File: src/rtl/guardian_pkg.sv
// guardian_pkg: shared widths, default tuning constants, stage-2 record and saturating add.
package guardian_pkg;
    localparam int SENSOR_W = 12;
    localparam int MARGIN_W = 16;
    localparam int SCORE_W  = 16;
    localparam int ID_W     = 16;

    localparam int DEF_EMA_SHIFT     = 3;
    localparam int DEF_TEMP_WEIGHT   = 4;
    localparam int DEF_VOLT_WEIGHT   = 2;
    localparam int DEF_TIMING_WEIGHT = 1;
    localparam int DEF_TIMING_MIN    = 64;
    localparam int DEF_ALERT_THRESH  = 256;
    localparam int DEF_WARMUP        = 8;

    localparam logic [SCORE_W-1:0] SCORE_MAX = '1;

    typedef struct packed {
        logic                valid;
        logic                warm;
        logic [SENSOR_W-1:0] dev_t;
        logic [SENSOR_W-1:0] dev_v;
        logic [MARGIN_W-1:0] dev_m;
    } stage2_t;

    function automatic logic [SCORE_W-1:0] sat_add(input logic [31:0] a, input logic [31:0] b);
        logic [32:0] s;
        s = {1'b0, a} + {1'b0, b};
        return (s > {17'd0, SCORE_MAX}) ? SCORE_MAX : s[SCORE_W-1:0];
    endfunction
endpackage

File: src/rtl/guardian_ema_channel.sv
// guardian_ema_channel: 12-bit running baseline (EMA) with first-sample load and |sample - baseline| output.
module guardian_ema_channel
    import guardian_pkg::*;
#(
    parameter int EMA_SHIFT = DEF_EMA_SHIFT
) (
    input  logic                clk,
    input  logic                rst,
    input  logic                load,
    input  logic                upd,
    input  logic [SENSOR_W-1:0] code,
    input  logic [SENSOR_W-1:0] sample,
    output logic [SENSOR_W-1:0] dev
);
    logic [SENSOR_W-1:0] base;
    logic                ready;
    logic signed [SENSOR_W:0] diff, step;
    logic [SENSOR_W:0] mag;

    assign diff = $signed({1'b0, sample}) - $signed({1'b0, base});
    assign step = diff >>> EMA_SHIFT;
    assign mag  = diff[SENSOR_W] ? -diff : diff;
    assign dev  = mag[SENSOR_W-1:0];

    // Floored step always lands between base and sample, so the 12-bit sum never wraps.
    always_ff @(posedge clk) begin
        if (rst) begin
            base  <= '0;
            ready <= 1'b0;
        end else if (!ready && load) begin
            base  <= code;
            ready <= 1'b1;
        end else if (upd) begin
            base <= base + step[SENSOR_W-1:0];
        end
    end
endmodule

File: src/rtl/guardian_module.sv
// guardian_module: per-block health monitor scoring temperature, voltage and timing deviations.
// Define GUARDIAN_STICKY_ALERT_EN to latch alert_valid and hold the peak score until rst or enable=0.
module guardian_module
    import guardian_pkg::*;
#(
    parameter int BLOCK_ID      = 0,
    parameter int EMA_SHIFT     = DEF_EMA_SHIFT,
    parameter int TEMP_WEIGHT   = DEF_TEMP_WEIGHT,
    parameter int VOLT_WEIGHT   = DEF_VOLT_WEIGHT,
    parameter int TIMING_WEIGHT = DEF_TIMING_WEIGHT,
    parameter int TIMING_MIN    = DEF_TIMING_MIN,
    parameter int ALERT_THRESH  = DEF_ALERT_THRESH,
    parameter int WARMUP        = DEF_WARMUP
) (
    input  logic                clk,
    input  logic                rst,
    input  logic                enable,
    input  logic [SENSOR_W-1:0] temp_code,
    input  logic [SENSOR_W-1:0] volt_code,
    input  logic [MARGIN_W-1:0] timing_margin,
    output logic                alert_valid,
    output logic [SCORE_W-1:0]  anomaly_score,
    output logic [ID_W-1:0]     block_id
);
    logic [SENSOR_W-1:0] temp_s, volt_s, dev_t, dev_v;
    logic [MARGIN_W-1:0] margin_s, dev_m;
    logic [15:0]         warm_cnt;
    logic                v1, w1, upd, hit;
    stage2_t             s2;
    logic [31:0]         sum_tv, term_m;
    logic [SCORE_W-1:0]  score_c;

    assign block_id = ID_W'(BLOCK_ID);
    assign upd      = v1 && enable;

    always_ff @(posedge clk) begin
        if (rst) begin
            v1       <= 1'b0;
            w1       <= 1'b0;
            temp_s   <= '0;
            volt_s   <= '0;
            margin_s <= '0;
            warm_cnt <= '0;
        end else begin
            v1 <= enable;
            if (enable) begin
                temp_s   <= temp_code;
                volt_s   <= volt_code;
                margin_s <= timing_margin;
                w1       <= (32'(warm_cnt) + 32'd1) >= 32'(WARMUP);
                if (32'(warm_cnt) < 32'(WARMUP))
                    warm_cnt <= warm_cnt + 16'd1;
            end
        end
    end

    guardian_ema_channel #(.EMA_SHIFT(EMA_SHIFT)) u_temp (
        .clk(clk), .rst(rst), .load(enable), .upd(upd),
        .code(temp_code), .sample(temp_s), .dev(dev_t)
    );

    guardian_ema_channel #(.EMA_SHIFT(EMA_SHIFT)) u_volt (
        .clk(clk), .rst(rst), .load(enable), .upd(upd),
        .code(volt_code), .sample(volt_s), .dev(dev_v)
    );

    assign dev_m = (32'(margin_s) < 32'(TIMING_MIN)) ? MARGIN_W'(TIMING_MIN) - margin_s : '0;

    // Dropping enable kills the in-flight sample so the baselines stay frozen exactly while low.
    always_ff @(posedge clk) begin
        if (rst)
            s2 <= '0;
        else
            s2 <= '{valid: upd, warm: w1, dev_t: dev_t, dev_v: dev_v, dev_m: dev_m};
    end

    assign sum_tv  = 32'(TEMP_WEIGHT) * 32'(s2.dev_t) + 32'(VOLT_WEIGHT) * 32'(s2.dev_v);
    assign term_m  = 32'(TIMING_WEIGHT) * 32'(s2.dev_m);
    assign score_c = sat_add(sum_tv, term_m);
    assign hit     = s2.warm && (32'(score_c) >= 32'(ALERT_THRESH));

    always_ff @(posedge clk) begin
        if (rst || !s2.valid) begin
            anomaly_score <= '0;
            alert_valid   <= 1'b0;
        end
`ifdef GUARDIAN_STICKY_ALERT_EN
        else if (alert_valid) begin
            anomaly_score <= (score_c > anomaly_score) ? score_c : anomaly_score;
        end
`endif
        else begin
            anomaly_score <= score_c;
            alert_valid   <= hit;
        end
    end
endmodule

File: config.mk
export PLATFORM = sky130hd
export DESIGN_NAME = guardian_module
export DESIGN_NICKNAME = d
export VERILOG_FILES = /design/src/rtl/guardian_pkg.sv /design/src/rtl/guardian_ema_channel.sv /design/src/rtl/guardian_module.sv
export SDC_FILE = /design/constraint.sdc
export NUM_CORES = 1
export LEC_CHECK = 0
export BUFFER_PORTS_ARGS = -buffer_cell sky130_fd_sc_hd__buf_2
export CAP_MARGIN = 20
export CORE_UTILIZATION = 45
export DETAILED_ROUTE_END_ITERATION = 10
export PLACE_DENSITY_LB_ADDON = 0.25
export RECOVER_POWER = 50
export REMOVE_ABC_BUFFERS = 1
export SKIP_LAST_GASP = 1
export SYNTH_ARGS = -nofsm -noshare
export SYNTH_HDL_FRONTEND = slang
export SYNTH_SLANG_ARGS = --single-unit
export TNS_END_PERCENT = 50
File: constraint.sdc
create_clock -name clk -period 4.55 [get_ports clk]
set_input_delay 1.365 -clock clk [delete_from_list [all_inputs] [get_ports clk]]
set_output_delay 1.365 -clock clk [all_outputs]
set_load 0.1 [all_outputs]
Yosys cells after proc, flatten, opt, wreduce, memory -nomap -nowiden
Cells that the tools add are included.
{"block": "classes", "addsub": 11, "n_mul": 0, "n_div": 0, "magnitude_cmp": 5, "n_eq_ne": 0, "n_shift": 0, "muxes": 7, "bitwise": 1, "reduce_logical": 12}
{"op": "$mux W12", "n": 6}
{"op": "$sub A12 B12 Y13", "n": 2}
{"op": "$add A12 B12 Y12", "n": 2}
{"op": "$neg A12 Y12", "n": 2}
{"op": "$add A15 B16 Y17", "n": 1}
{"op": "$add A16 B1 Y17 const B", "n": 1}
{"op": "$ge A17 B4 Y1 const B", "n": 1}
{"op": "$gt A17 B16 Y1 const B", "n": 1}
{"op": "$add A16 B1 Y16 const B", "n": 1}
{"op": "$ge A16 B9 Y1 const B", "n": 1}
{"op": "$lt A16 B4 Y1 const B", "n": 1}
{"op": "$lt A16 B7 Y1 const B", "n": 1}
{"op": "$mux W16", "n": 1}
{"op": "$sub A7 B16 Y16 const A", "n": 1}
{"op": "$add A14 B13 Y15", "n": 1}
{"op": "$logic_and A1 B1 Y1", "n": 4}
{"op": "$reduce_bool A2 Y1", "n": 2}
{"op": "$logic_not A1 Y1", "n": 3}
{"op": "$reduce_and A2 Y1", "n": 1}
{"op": "$reduce_or A2 Y1", "n": 1}
{"op": "$logic_or A1 B1 Y1", "n": 1}
{"op": "$not A1 Y1", "n": 1}
{"block": "word_totals", "regBits": 143, "latchBits": 0, "ram_bits": 0, "rom_bits": 0, "in_bits": 43, "mem_count": 0}

Logic depth before layout (Yosys ltp)
Gate-level depths: netlist of run 1.
{"block": "logic_depth", "ltp_word": 6, "ltp_mapped": 17, "depth_no_buf": 17}

Modules after synthesis
From an unflattened synthesis of run 1, not the netlist that was laid out.
{"block": "unflattened", "hier_cells": 1003, "hier_area_um2": 8768.4}
{"module": "guardian_module", "instances": 1, "cells_each": 493, "area_each_um2": 4931.0, "seq_area_each_um2": 2342.2}
{"module": "guardian_ema_channel at u_volt", "instances": 1, "cells_each": 263, "area_each_um2": 1986.9, "seq_area_each_um2": 260.2}
{"module": "guardian_ema_channel at u_temp", "instances": 1, "cells_each": 247, "area_each_um2": 1850.5, "seq_area_each_um2": 260.2}

Worst setup path after synthesis of run 1
Ideal clock, no wire load.
{"block": "synth_path", "path_kind": "register to register", "startpoint": "reg u_temp.base[0]", "endpoint": "reg u_temp.base[11]", "setup_ps": 119, "arrival_ps": 3660, "t_required_ps": 4431, "slack_ps": 771, "stages_incl_launch_ff": 17, "cell_sequence": "dfxtp_1 ha_1 inv_1 fa_1 a21o_1 a311o_2 a31o_2 a21oi_1 xnor2_1 ha_1 and2_1 o21ai_0 o31ai_1 o41ai_1 xor2_1 a21boi_0 o221a_2"}
{"block": "synth_via", "elab_chain_cells": 4}
{"element": "start, declared", "line_no": "guardian_ema_channel.sv:15", "text": "logic [SENSOR_W-1:0] base;"}
{"element": "start signal, assigned", "line_no": "guardian_ema_channel.sv:31", "text": "base <= code;"}
{"element": "start signal, assigned", "line_no": "guardian_ema_channel.sv:34", "text": "base <= base + step[SENSOR_W-1:0];"}
{"element": "$sub A12 B12 Y13", "line_no": "guardian_ema_channel.sv:20", "text": "assign diff = $signed({1'b0, sample}) - $signed({1'b0, base});"}
{"element": "$add A12 B12 Y12 (*)", "line_no": "guardian_ema_channel.sv:34"}
{"element": "$mux W12 (*)", "line_no": "guardian_ema_channel.sv:33", "text": "end else if (upd) begin"}
{"element": "$mux W12 (*)", "line_no": "guardian_ema_channel.sv:30", "text": "end else if (!ready && load) begin"}
Every way passes the cells marked *; elsewhere a longest branch is shown, timed or not. The select of a mux whose other input is x is not followed.
A chain may end at the register's enable or synchronous reset.

Worst setup path in the final report of run 1
Same ends and word-level chain as after synthesis.

==> metrics.txt, run 1 <==
DR WL/cell 13.3 µm; Ports 76; register area 2860 µm²; EDFF count, synth 0; Worst-Margin Slew 2.89 ns; hold path start s2[0]$_SDFF_PP0_; Layout Skew 0.00869 ns; Post-CTS Setup Bufs 0; Bufs and invs on worst path 1; Setup TNS 0 ns; post-cts hold buffer count 0; GPL Wtd Cong around 0.83; final antenna diode count 0; CP dominant cell by count ha_1; VDD IR max between 0.0003 and 0.0004 V; crit path capture u_temp.base[11]$_SDFFE_PP0P_; area leader, netlist dfxtp_1; area of the core between 15,000 and 20,000 µm²; CP max FO 6; via count 6,691; WP depth 14; Synth Area per Inst 8.65 µm²; Final ANT Viol Nets 0; die width 139 µm; Hold Path Class reg -> reg; Async SR Flop Fraction 0; final number of setup-violating endpoints 0; post-synth top area share 0.339; reg2reg path depth 14; worst relative slew slack -0.926; Worst setup EP type flip-flop; fin crit period 4.27 ns; Root Buffer clkbuf_16; startpoint types flip-flop; worst setup path class reg -> reg; CTS tree yes; Yosys reg bits approximately 140; failing checks DRC, capacitance limit, slew limit; main flop type after synthesis dfxtp_1; initial antenna violation count 0; r2r endpoint u_temp.base[11]$_SDFFE_PP0P_; Rows 49; Max-Cap Viols 1; GRT Util Overall 0.188; Final #Nets 1,161; Clk Latency, worst-skew pair 0.42 ns; post-synth cell types 63; cells after synthesis between 900 and 1,000; final worst slack ~0.28 ns; CTS HTree Levels 4; dpl hpwl 12.6 mm; Clock Path Buffers 2; TritonRoute pass-1 iters 10; Critical Path Slowest Stage Cell a2111oi_0; Place WS 0.296 ns; run status finished, violations left; hold path depth 2; unrepaired setup endpoints after global routing true; Starting Density 0.465; crit share post-route 0.939; r2r setup slk 0.28 ns; Resized Gates After CTS 0; share of layout cells above drive strength 1 0.104; Multi-input gate area 5170 µm²; register area share after synthesis 0.339; Worst Setup SP u_temp.base[0]$_SDFFE_PP0P_; Avg Vias per Cell 5.24; detailed router's first-iteration violation count 371; die area 19,300 µm²; Req. time, crit path 4.86 ns; # port buffers 59; Max Clock Freq 234 MHz; Pins Over Slew Limit 69; Synth Cell Area 8440 µm²; Post-route DRC 2; Area Growth Syn to Fin 13.0%; Worst path top cell family by delay compound AO/OA/AOI/OAI gates; CTS Buf Count 17; ranking of synthesized cells by area dfxtp_1 34%, ha_1 9.8%, nor2_1 5.8%; largest net degree at the start of global routing 69; Hold Vio Cnt, Final 0; CTS sink count 143; Lkg Pwr 4.28 nW; P per Cell Area 592 nW/µm²; Die Ht 139 µm; first-pass GRT wire length 29.6 mm; worst-path cell chain ha_1 -> inv_1 -> fa_1 -> a21o_1 -> a21oi_1 -> xnor2_1 -> ha_1 -> a211o_1 -> a2111oi_0 -> o31ai_1 -> o41ai_1 -> xor2_1 -> a21boi_0 -> o221a_2; Worst-path clk slew 0.06 ns; launch point of the worst reg-to-reg path u_temp.base[0]$_SDFFE_PP0P_; Worst path max stage delay 0.60 ns; final core utilization 0.526; overflow left after global routing 0; Fillers approximately 1,700; critical path arrival 4.58 ns; synth warn 0; Routed WL 17.0 mm; vias in the first global route 6,324
## layout make-up
class	instances	share of cell area
inverter	65	0.0256
multi-input combinational	742	0.542
sequential	143	0.300
clock buffer	20	0.0479
tap	229	0.0300
timing repair buffer	67	0.0357
clock inverter	11	0.0189
## registers in the layout (all words and copies together) (netlist names), 12 cells and up
| name | flops |
|---|---|
| u_volt.base | 12 |
| margin_s | 16 |
| u_temp.base | 12 |
| warm_cnt | 16 |
| volt_s | 12 |
| anomaly_score | 16 |
| temp_s | 12 |
| s2 | 42 |
## per-layer routing
layer / part of all wire / global-route usage / up-vias / wire length, µm
li1: - / - / 3516 / -
met1: 0.52 / 0.259 / 3054 / 8840
met2: 0.43 / 0.292 / 109 / 7340
met3: 0.036 / 0.0432 / 12 / 618
met4: 0.010 / 0.0556 / 0 / 176
met5: 0 / 0 / - / 0
## cells in the mapped netlist, types with 21 or more instances
cell	instances
xor2_1	24
nor2_1	130
ha_1	66
xnor2_1	37
dfxtp_1	143
o21ai_0	39
mux2i_1	44
nor3_1	25
nand3_1	21
nand2_1	54
clkbuf_1	27
nor2b_1	21
inv_1	64
a21oi_1	58
## stage by stage
stage | hold slack (ns) | cells | power, mW | area [µm²]
6_report | 0.435 | 1277 | 5.65 | 9540
2_1_floorplan | 0.394 | 950 | 3.65 | 8270
3_5_place_dp | 0.427 | 1246 | 4.15 | 8920
4_1_cts | 0.435 | 1277 | 5.68 | 9560
3_3_place_gp | 0.420 | 1246 | 4.13 | 8920
5_1_grt | 0.464 | 1277 | 6.12 | 9540
## worst min-delay path: stages (launching register included)
cell,delay [ns]
dfxtp_1,0.30
inv_1,0.04
a21oi_1,0.05
## cell families (layout without fill, tap and decap cells)
| family | after synthesis | after routing | synth area share |
|---|---|---|---|
| simple gates | 315 | 315 | 0.175 |
| fa+ha+maj | 82 | 82 | 0.136 |
| xor+xnor | 62 | 62 | 0.0665 |
| other cells | 1 | 25 | 0.000444 |
| mux | 47 | 47 | 0.0566 |
| flops | 143 | 143 | 0.339 |
| compound gates | 211 | 211 | 0.167 |
| buf+inv | 115 | 163 | 0.0594 |
## worst min-delay path by stage
stage                                        endpoint  slack (ns)
after floorplan                alert_valid$_SDFF_PP0_        0.39
after global placement    anomaly_score[0]$_SDFF_PP0_        0.42
after detailed placement  anomaly_score[0]$_SDFF_PP0_        0.43
after CTS                 anomaly_score[0]$_SDFF_PP0_        0.44
after global routing      anomaly_score[0]$_SDFF_PP0_        0.46
final                     anomaly_score[0]$_SDFF_PP0_        0.43
## where the power goes
part	leakage, nW	internal, mW	switching (mW)
Clock	0.301	0.951	0.542
Combinational	2.80	1.10	1.54
Sequential	1.18	1.42	0.101
Total	4.28	3.46	2.18
## cell usage in the layout, fill, tap and decap left out, types with 24 or more instances in the layout
master   instances
nor2_1         130
mux2i_1         44
inv_1           64
a21oi_1         58
dfxtp_1        143
xnor2_1         37
xor2_1          24
buf_2           51
ha_1            66
conb_1          25
nor3_1          25
nand2_1         54
o21ai_0         39
Power figures use the tool's default switching activity.
==> inputs of run 2 (changes only) <==
--- a/config.mk
+++ b/config.mk
@@ -5,13 +5,12 @@
 export SDC_FILE = /design/constraint.sdc
 export NUM_CORES = 1
 export LEC_CHECK = 0
-export BUFFER_PORTS_ARGS = -buffer_cell sky130_fd_sc_hd__buf_2
 export CAP_MARGIN = 20
 export CORE_UTILIZATION = 45
 export DETAILED_ROUTE_END_ITERATION = 10
+export DONT_BUFFER_PORTS = 1
 export PLACE_DENSITY_LB_ADDON = 0.25
 export RECOVER_POWER = 50
-export REMOVE_ABC_BUFFERS = 1
 export SKIP_LAST_GASP = 1
 export SYNTH_ARGS = -nofsm -noshare
 export SYNTH_HDL_FRONTEND = slang
==> run 2 against run 1 <==
Register-to-register slack better by 0.13 ns. Cell area decreased by 3.7%. Cell count down 4.9%. Sequential cell count unchanged. Worst setup slack better by 0.13 ns. Total power fell by 2.2%. Die area stayed put. Largest cell class unchanged. Clock power is 8% lower. Combinational power down 2%. The flow now finishes without violations. Routed wire length increased by 2.7%. Largest power group unchanged.
==> metrics.txt, run 2 (same netlist as run 1, synthesis figures left out) <==
GPL Wtd Cong 0.821 (was 0.825); P per Cell Area 602 nW/µm² (was 592 nW/µm²); GRT Util Overall 0.195 (was 0.188); max FFs per register 42 (unchanged); fin crit period 4.14 ns (was 4.27 ns); final antenna diode count 0 (unchanged); Clock Path Buffers 2 (unchanged); r2r endpoint u_volt.base[11]$_SDFFE_PP0P_ (was u_temp.base[11]$_SDFFE_PP0P_); Lkg Pwr 4.02 nW (was 4.28 nW); crit share post-route 0.909 (was 0.939); Max Clock Freq 242 MHz (was 234 MHz); Worst path max stage delay 0.43 ns (was 0.60 ns); hold path depth 2 (unchanged); die area 19,300 µm² (unchanged); Req. time, crit path 4.89 ns (was 4.86 ns); r2r setup slk 0.41 ns (was 0.28 ns); dpl hpwl 12.7 mm (was 12.6 mm); Routed WL 17.4 mm (was 17.0 mm); commonest non-fill, non-tap cell in the layout dfxtp_1 (unchanged); Ports 76 (unchanged); commonest non-fill, non-tap cells in the layout 143 x dfxtp_1, 130 x nor2_1, 66 x ha_1 (unchanged); Root Buffer clkbuf_16 (unchanged); vias in the first global route 6,335 (was 6,324); final number of setup-violating endpoints 0 (unchanged); hold path start s2[0]$_SDFF_PP0_ (unchanged); register name with the most flops s2 (unchanged); worst setup path class reg -> reg (unchanged); Worst Setup SP u_volt.base[0]$_SDFFE_PP0P_ (was u_temp.base[0]$_SDFFE_PP0P_); CP max FO 4 (was 6); via count 6,555 (was 6,691); CTS HTree Levels 4 (unchanged); detailed router's first-iteration violation count 375 (was 371); Area after DPL 8590 µm² (was 8920 µm²); DP Cell Count 1,183 (was 1,246); Fillers 1,699 (was 1,684); # port buffers 0 (was 59); Avg Vias per Cell 5.40 (was 5.24); Worst setup EP type flip-flop (unchanged); area of the core 18,100 µm² (unchanged); first-pass GRT wire length 30.7 mm (was 29.6 mm); Hold Path Class reg -> reg (unchanged); Area Growth Syn to Fin 8.80% (was 13.0%); run status complete, no violations (was finished, violations left); unrepaired setup endpoints after global routing false (was true); critical path arrival 4.47 ns (was 4.58 ns); final instance area 9190 µm² (was 9540 µm²); startpoint types flip-flop (unchanged); Layout Skew 0.0105 ns (was 0.00869 ns); Max-Cap Viols 0 (was 1); Die Ht 139 µm (unchanged); Final ANT Viol Nets 0 (unchanged); share of layout cells above drive strength 1 0.0558 (was 0.104); Critical Path Slowest Stage Cell a211oi_1 (was a2111oi_0); CTS sink count 143 (unchanged); Clk Latency, worst-skew pair 0.43 ns (was 0.42 ns); Post-Layout Cell Count 1,215 (was 1,277); Overall Power 5.53 mW (was 5.65 mW); die width 139 µm (unchanged); overflow left after global routing 0 (unchanged); Rows 49 (unchanged); worst relative slew slack 0.316 (was -0.926); WHS Endpoint anomaly_score[0]$_SDFF_PP0_ (unchanged); Post-route DRC 0 (was 2); post-cts hold buffer count 0 (unchanged); Worst-path clk slew 0.07 ns (was 0.06 ns); Starting Density 0.465 (unchanged); worst-path cell chain ha_1 -> inv_1 -> fa_1 -> a211oi_1 -> o21ai_0 -> a41o_1 -> or2_2 -> xnor2_1 -> inv_1 -> ha_1 -> nand3_1 -> or3_1 -> a31oi_1 -> xnor2_1 -> o21ai_0 -> a221oi_1 (was ha_1 -> inv_1 -> fa_1 -> a21o_1 -> a21oi_1 -> xnor2_1 -> ha_1 -> a211o_1 -> a2111oi_0 -> o31ai_1 -> o41ai_1 -> xor2_1 -> a21boi_0 -> o221a_2); CTS tree yes (unchanged); final core utilization 0.506 (was 0.526); launch point of the worst reg-to-reg path u_volt.base[0]$_SDFFE_PP0P_ (was u_temp.base[0]$_SDFFE_PP0P_); Worst-Margin Slew 1.02 ns (was 2.89 ns); Final #Nets 1,098 (was 1,161); largest net degree at the start of global routing 115 (was 69); DR WL/cell 14.3 µm (was 13.3 µm); Pins Over Slew Limit 0 (was 69); reg2reg path depth 16 (was 14); VDD IR max 0.000352 V (was 0.000315 V); TritonRoute pass-1 iters 6 (was 10); Setup TNS 0 ns (unchanged); Hold Vio Cnt, Final 0 (unchanged); CTS Buf Count 17 (unchanged); initial antenna violation count 0 (unchanged)
==> run 2: how the worst max path moves through the flow <==
stage                     slack [ns]                      endpoint
after floorplan                 0.77  u_temp.base[11]$_SDFFE_PP0P_
after global placement          0.38  u_temp.base[11]$_SDFFE_PP0P_
after detailed placement        0.33  u_temp.base[11]$_SDFFE_PP0P_
after CTS                       0.31  u_temp.base[11]$_SDFFE_PP0P_
after global routing            0.07  u_volt.base[11]$_SDFFE_PP0P_
final                           0.41  u_volt.base[11]$_SDFFE_PP0P_
==> run 2: layout make-up <==
type                       count  area, µm²  area share
clock buffer                  17        425      0.0463
clock inverter                15        168      0.0183
inverter                      65        244      0.0266
multi-input combinational    742       5170       0.563
sequential                   143       2860       0.312
tap                          229        287      0.0312
timing repair buffer           4       30.0     0.00327
==> run 2: stage by stage <==
stage,hold WS [ns],setup slack [ns]
4_1_cts,0.433,0.309
6_report,0.433,0.412
5_1_grt,0.470,0.0659
3_5_place_dp,0.422,0.331
3_3_place_gp,0.425,0.383
2_1_floorplan,0.394,0.771
==> run 2: power breakdown <==
group	switching [mW]	leakage [nW]	internal (mW)
sequential	0.161	1.18	1.42
clock	0.630	0.294	0.740
combinational	1.49	2.55	1.08
==> run 2: layer usage <==
layer  GRT usage  vias up  wire, µm
li1            -     3394         -
met1       0.258     3029      8800
met2       0.318      112      7750
met3      0.0428       20       627
met4      0.0579        0       244
met5           0        -         0
==> run 2: worst max-delay path, delay by kind of cell (launching register included) <==
kind	cells	cell delay (ns)
AO/OA/AOI/OAI	6	1.50
XOR/XNOR	2	0.40
adder cells (fa/ha/maj)	3	0.92
buffers and inverters	2	0.15
flip-flops	1	0.37
AND/OR/NAND/NOR	3	0.70
==> run 2: repair_timing <==
action	4_1_cts	5_1_grt
resized for setup	0	1
buffers inserted	0	0
setup endpoints to repair	0	1
==> inputs of run 3 (changes only) <==
--- a/config.mk
+++ b/config.mk
@@ -7,10 +7,12 @@
 export LEC_CHECK = 0
 export CAP_MARGIN = 20
 export CORE_UTILIZATION = 45
+export CTS_BUF_LIST = sky130_fd_sc_hd__clkbuf_4 sky130_fd_sc_hd__clkbuf_8
 export DETAILED_ROUTE_END_ITERATION = 10
 export DONT_BUFFER_PORTS = 1
 export PLACE_DENSITY_LB_ADDON = 0.25
 export RECOVER_POWER = 50
+export REMOVE_ABC_BUFFERS = 1
 export SKIP_LAST_GASP = 1
 export SYNTH_ARGS = -nofsm -noshare
 export SYNTH_HDL_FRONTEND = slang
==> run 3 against run 2 <==
The run now ends with DRC left. Global-route usage decreased by 0.95 points. Cell area fell by 2.5%. Sequential power is essentially flat. Count of clock-buffer cells in the layout is 2 higher. Maximum frequency down 3.6%. Hold slack about the same. Non-clock buffer count is the same. Sequential cell count unchanged. Core utilization fell by 1.3 points. Via count is 2.5% lower. Critical path depth down 2. Routed wire length is 3.2% lower. Critical path type unchanged.
==> metrics.txt, run 3 (same netlist as run 1, synthesis figures left out) <==
register area 2860 µm² (unchanged); P per Cell Area 562 nW/µm² (was 602 nW/µm²); critical path arrival 4.65 ns (was 4.47 ns); DR top layer met4 (unchanged); Setup TNS 0 ns (unchanged); met1 WL 8.91 mm (was 8.80 mm); Worst path top cell family by delay compound AO/OA/AOI/OAI gates (unchanged); Hold Path Class reg -> reg (unchanged); # port buffers 0 (unchanged); Lkg Pwr 3.90 nW (was 4.02 nW); Post-Layout Cell Count 1,215 (unchanged); TritonRoute pass-1 iters 10 (was 6); Avg Vias per Cell 5.26 (was 5.40); Bufs and invs on worst path 1 (was 2); max FFs per register 42 (unchanged); vias in the first global route 5,961 (was 6,335); VDD IR max 0.000215 V (was 0.000352 V); Routed WL 16.9 mm (was 17.4 mm); Clock Path Buffers 2 (unchanged); Clk Latency, worst-skew pair 0.46 ns (was 0.43 ns); Max Clock Freq 233 MHz (was 242 MHz); first-pass GRT wire length 29.3 mm (was 30.7 mm); Post-CTS Setup Bufs 0 (unchanged); wire length on met2 7.07 mm (was 7.75 mm); Logic pwr share 0.503 (was 0.467); initial antenna violation count 0 (unchanged); worst-path cell chain ha_1 -> inv_1 -> fa_1 -> a21o_1 -> a21oi_1 -> xnor2_1 -> ha_1 -> a211o_1 -> a2111oi_0 -> o31ai_1 -> o41ai_1 -> xor2_1 -> a21boi_0 -> o221a_2 (was ha_1 -> inv_1 -> fa_1 -> a211oi_1 -> o21ai_0 -> a41o_1 -> or2_2 -> xnor2_1 -> inv_1 -> ha_1 -> nand3_1 -> or3_1 -> a31oi_1 -> xnor2_1 -> o21ai_0 -> a221oi_1); run status finished, violations left (was complete, no violations); commonest non-fill, non-tap cell in the layout dfxtp_1 (unchanged); Worst setup EP type flip-flop (unchanged); clock share of power 0.185 (was 0.248); Sequential Power Share 0.312 (was 0.285); Critical Path Slowest Stage Cell a2111oi_0 (was a211oi_1); CTS sink count 143 (unchanged); Pins Over Slew Limit 0 (unchanged); Final ANT Viol Nets 0 (unchanged); Resized Gates After CTS 0 (unchanged); Area Growth Syn to Fin 6.03% (was 8.80%); GPL Wtd Cong 0.820 (was 0.821); CTS HTree Levels 4 (unchanged); final antenna diode count 0 (unchanged); hold path depth 2 (unchanged); CTS Buf Count 17 (unchanged); Final #Nets 1,098 (unchanged); startpoint types flip-flop (unchanged); Worst-Margin Slew 1.05 ns (was 1.02 ns); Internal 2.90 mW (was 3.24 mW); Worst-path clk slew 0.09 ns (was 0.07 ns); worst relative slew slack 0.297 (was 0.316); r2r setup slk 0.26 ns (was 0.41 ns); die width 139 µm (unchanged); Layout Skew 0.0153 ns (was 0.0105 ns); detailed router's first-iteration violation count 380 (was 375); reg2reg path depth 14 (was 16); switching share of total power 0.424 (was 0.414); Rows 49 (unchanged); Worst path max stage delay 0.60 ns (was 0.43 ns); crit share post-route 0.943 (was 0.909); failing checks DRC; unrepaired setup endpoints after global routing false (unchanged); Starting Density 0.465 (unchanged); CP max FO 6 (was 4); Root Buffer clkbuf_8 (was clkbuf_16); final number of setup-violating endpoints 0 (unchanged); GRT Util Overall 0.186 (was 0.195); r2r endpoint u_temp.base[11]$_SDFFE_PP0P_ (was u_volt.base[11]$_SDFFE_PP0P_); CP dominant cell by count ha_1; Post-route DRC 7 (was 0); via count 6,393 (was 6,555); post-cts hold buffer count 0 (unchanged); CTS tree yes (unchanged); DR WL/cell 13.9 µm (was 14.3 µm); DP Cell Count 1,183 (unchanged); Ports 76 (unchanged); largest net degree at the start of global routing 115 (unchanged); die area 19,300 µm² (unchanged); Hold Vio Cnt, Final 0 (unchanged); final instance area 8950 µm² (was 9190 µm²); Fillers 1,740 (was 1,699); Area after DPL 8590 µm² (unchanged); worst setup path class reg -> reg (unchanged); metal3 WL 738 µm (was 627 µm); launch point of the worst reg-to-reg path u_temp.base[0]$_SDFFE_PP0P_ (was u_volt.base[0]$_SDFFE_PP0P_); hold path start s2[40]$_SDFF_PP0_ (was s2[0]$_SDFF_PP0_); WHS Endpoint alert_valid$_SDFF_PP0_ (was anomaly_score[0]$_SDFF_PP0_); Max-Cap Viols 0 (unchanged); dpl hpwl 12.4 mm (was 12.7 mm); Req. time, crit path 4.90 ns (was 4.89 ns); area of the core 18,100 µm² (unchanged); NetSw 2.13 mW (was 2.28 mW); fin crit period 4.29 ns (was 4.14 ns); share of layout cells above drive strength 1 0.0558 (unchanged); commonest non-fill, non-tap cells in the layout 143 x dfxtp_1, 130 x nor2_1, 66 x ha_1 (unchanged); Multi-input gate area 5170 µm² (about the same); register name with the most flops s2 (unchanged); overflow left after global routing 0 (unchanged); Die Ht 139 µm (unchanged)
[run 3: cell count changes in the layout (fill, tap and decap cells not counted), sizes merged]
| cell | change |
|---|---|
| inv | -5 |
| clkinvlp | +4 |
| clkbuf | +2 |
| clkinv | -1 |
[run 3: metal layers]
metal	up-vias	global-route usage
li1	3377	-
met1	2889	0.266
met2	107	0.271
met3	20	0.0411
met4	0	0.0655
met5	-	0
[run 3: power groups by stage]
stage | clock network (mW) | logic (mW) | registers, mW
floorplan | 0 | 2.08 | 1.57
global placement | 0 | 2.49 | 1.60
detailed placement | 0 | 2.50 | 1.60
CTS | 0.962 | 2.53 | 1.58
global route | 1.03 | 2.88 | 1.59
finish | 0.932 | 2.53 | 1.57
[run 3: layout make-up]
| type | instances | area share |
|---|---|---|
| flip-flops and latches | 143 | 0.320 |
| clock inverters | 13 | 0.0117 |
| multi-input cells | 742 | 0.577 |
| clock buffers | 19 | 0.0285 |
| well taps | 229 | 0.0320 |
| repair buffers | 4 | 0.00335 |
| inverters | 65 | 0.0273 |
[run 3: worst register-to-register path: cells and delay by family (launching register included)]
family / cells / cell delay (ns)
flip-flops: 1 / 0.36
XOR/XNOR: 2 / 0.51
AO/OA/AOI/OAI: 8 / 2.34
adder cells (fa/ha/maj): 3 / 0.93
buffers and inverters: 1 / 0.05
[run 3: worst max-delay path by stage]
stage	from	end	slack, ns	depth (start not counted)
after detailed placement	u_temp.base[0]$_SDFFE_PP0P_	u_temp.base[11]$_SDFFE_PP0P_	0.28	14
final	u_temp.base[0]$_SDFFE_PP0P_	u_temp.base[11]$_SDFFE_PP0P_	0.26	14
after floorplan	u_temp.base[0]$_SDFFE_PP0P_	u_temp.base[11]$_SDFFE_PP0P_	0.75	14
after global routing	u_temp.base[0]$_SDFFE_PP0P_	u_temp.base[11]$_SDFFE_PP0P_	0.01	14
after CTS	u_temp.base[0]$_SDFFE_PP0P_	u_temp.base[11]$_SDFFE_PP0P_	0.25	14
after global placement	temp_s[0]$_SDFFE_PP0P_	u_temp.base[11]$_SDFFE_PP0P_	0.42	15
[run 3: per-stage QoR]
step / total power, mW / util / hold slack, ns / setup slack [ns]
floorplan: 3.65 / - / 0.394 / 0.752
global placement: 4.10 / 0.473 / 0.421 / 0.420
detailed placement: 4.11 / 0.473 / 0.424 / 0.281
CTS: 5.07 / 0.493 / 0.436 / 0.251
global route: 5.50 / 0.493 / 0.463 / 0.0117
finish: 5.03 / 0.493 / 0.433 / 0.259
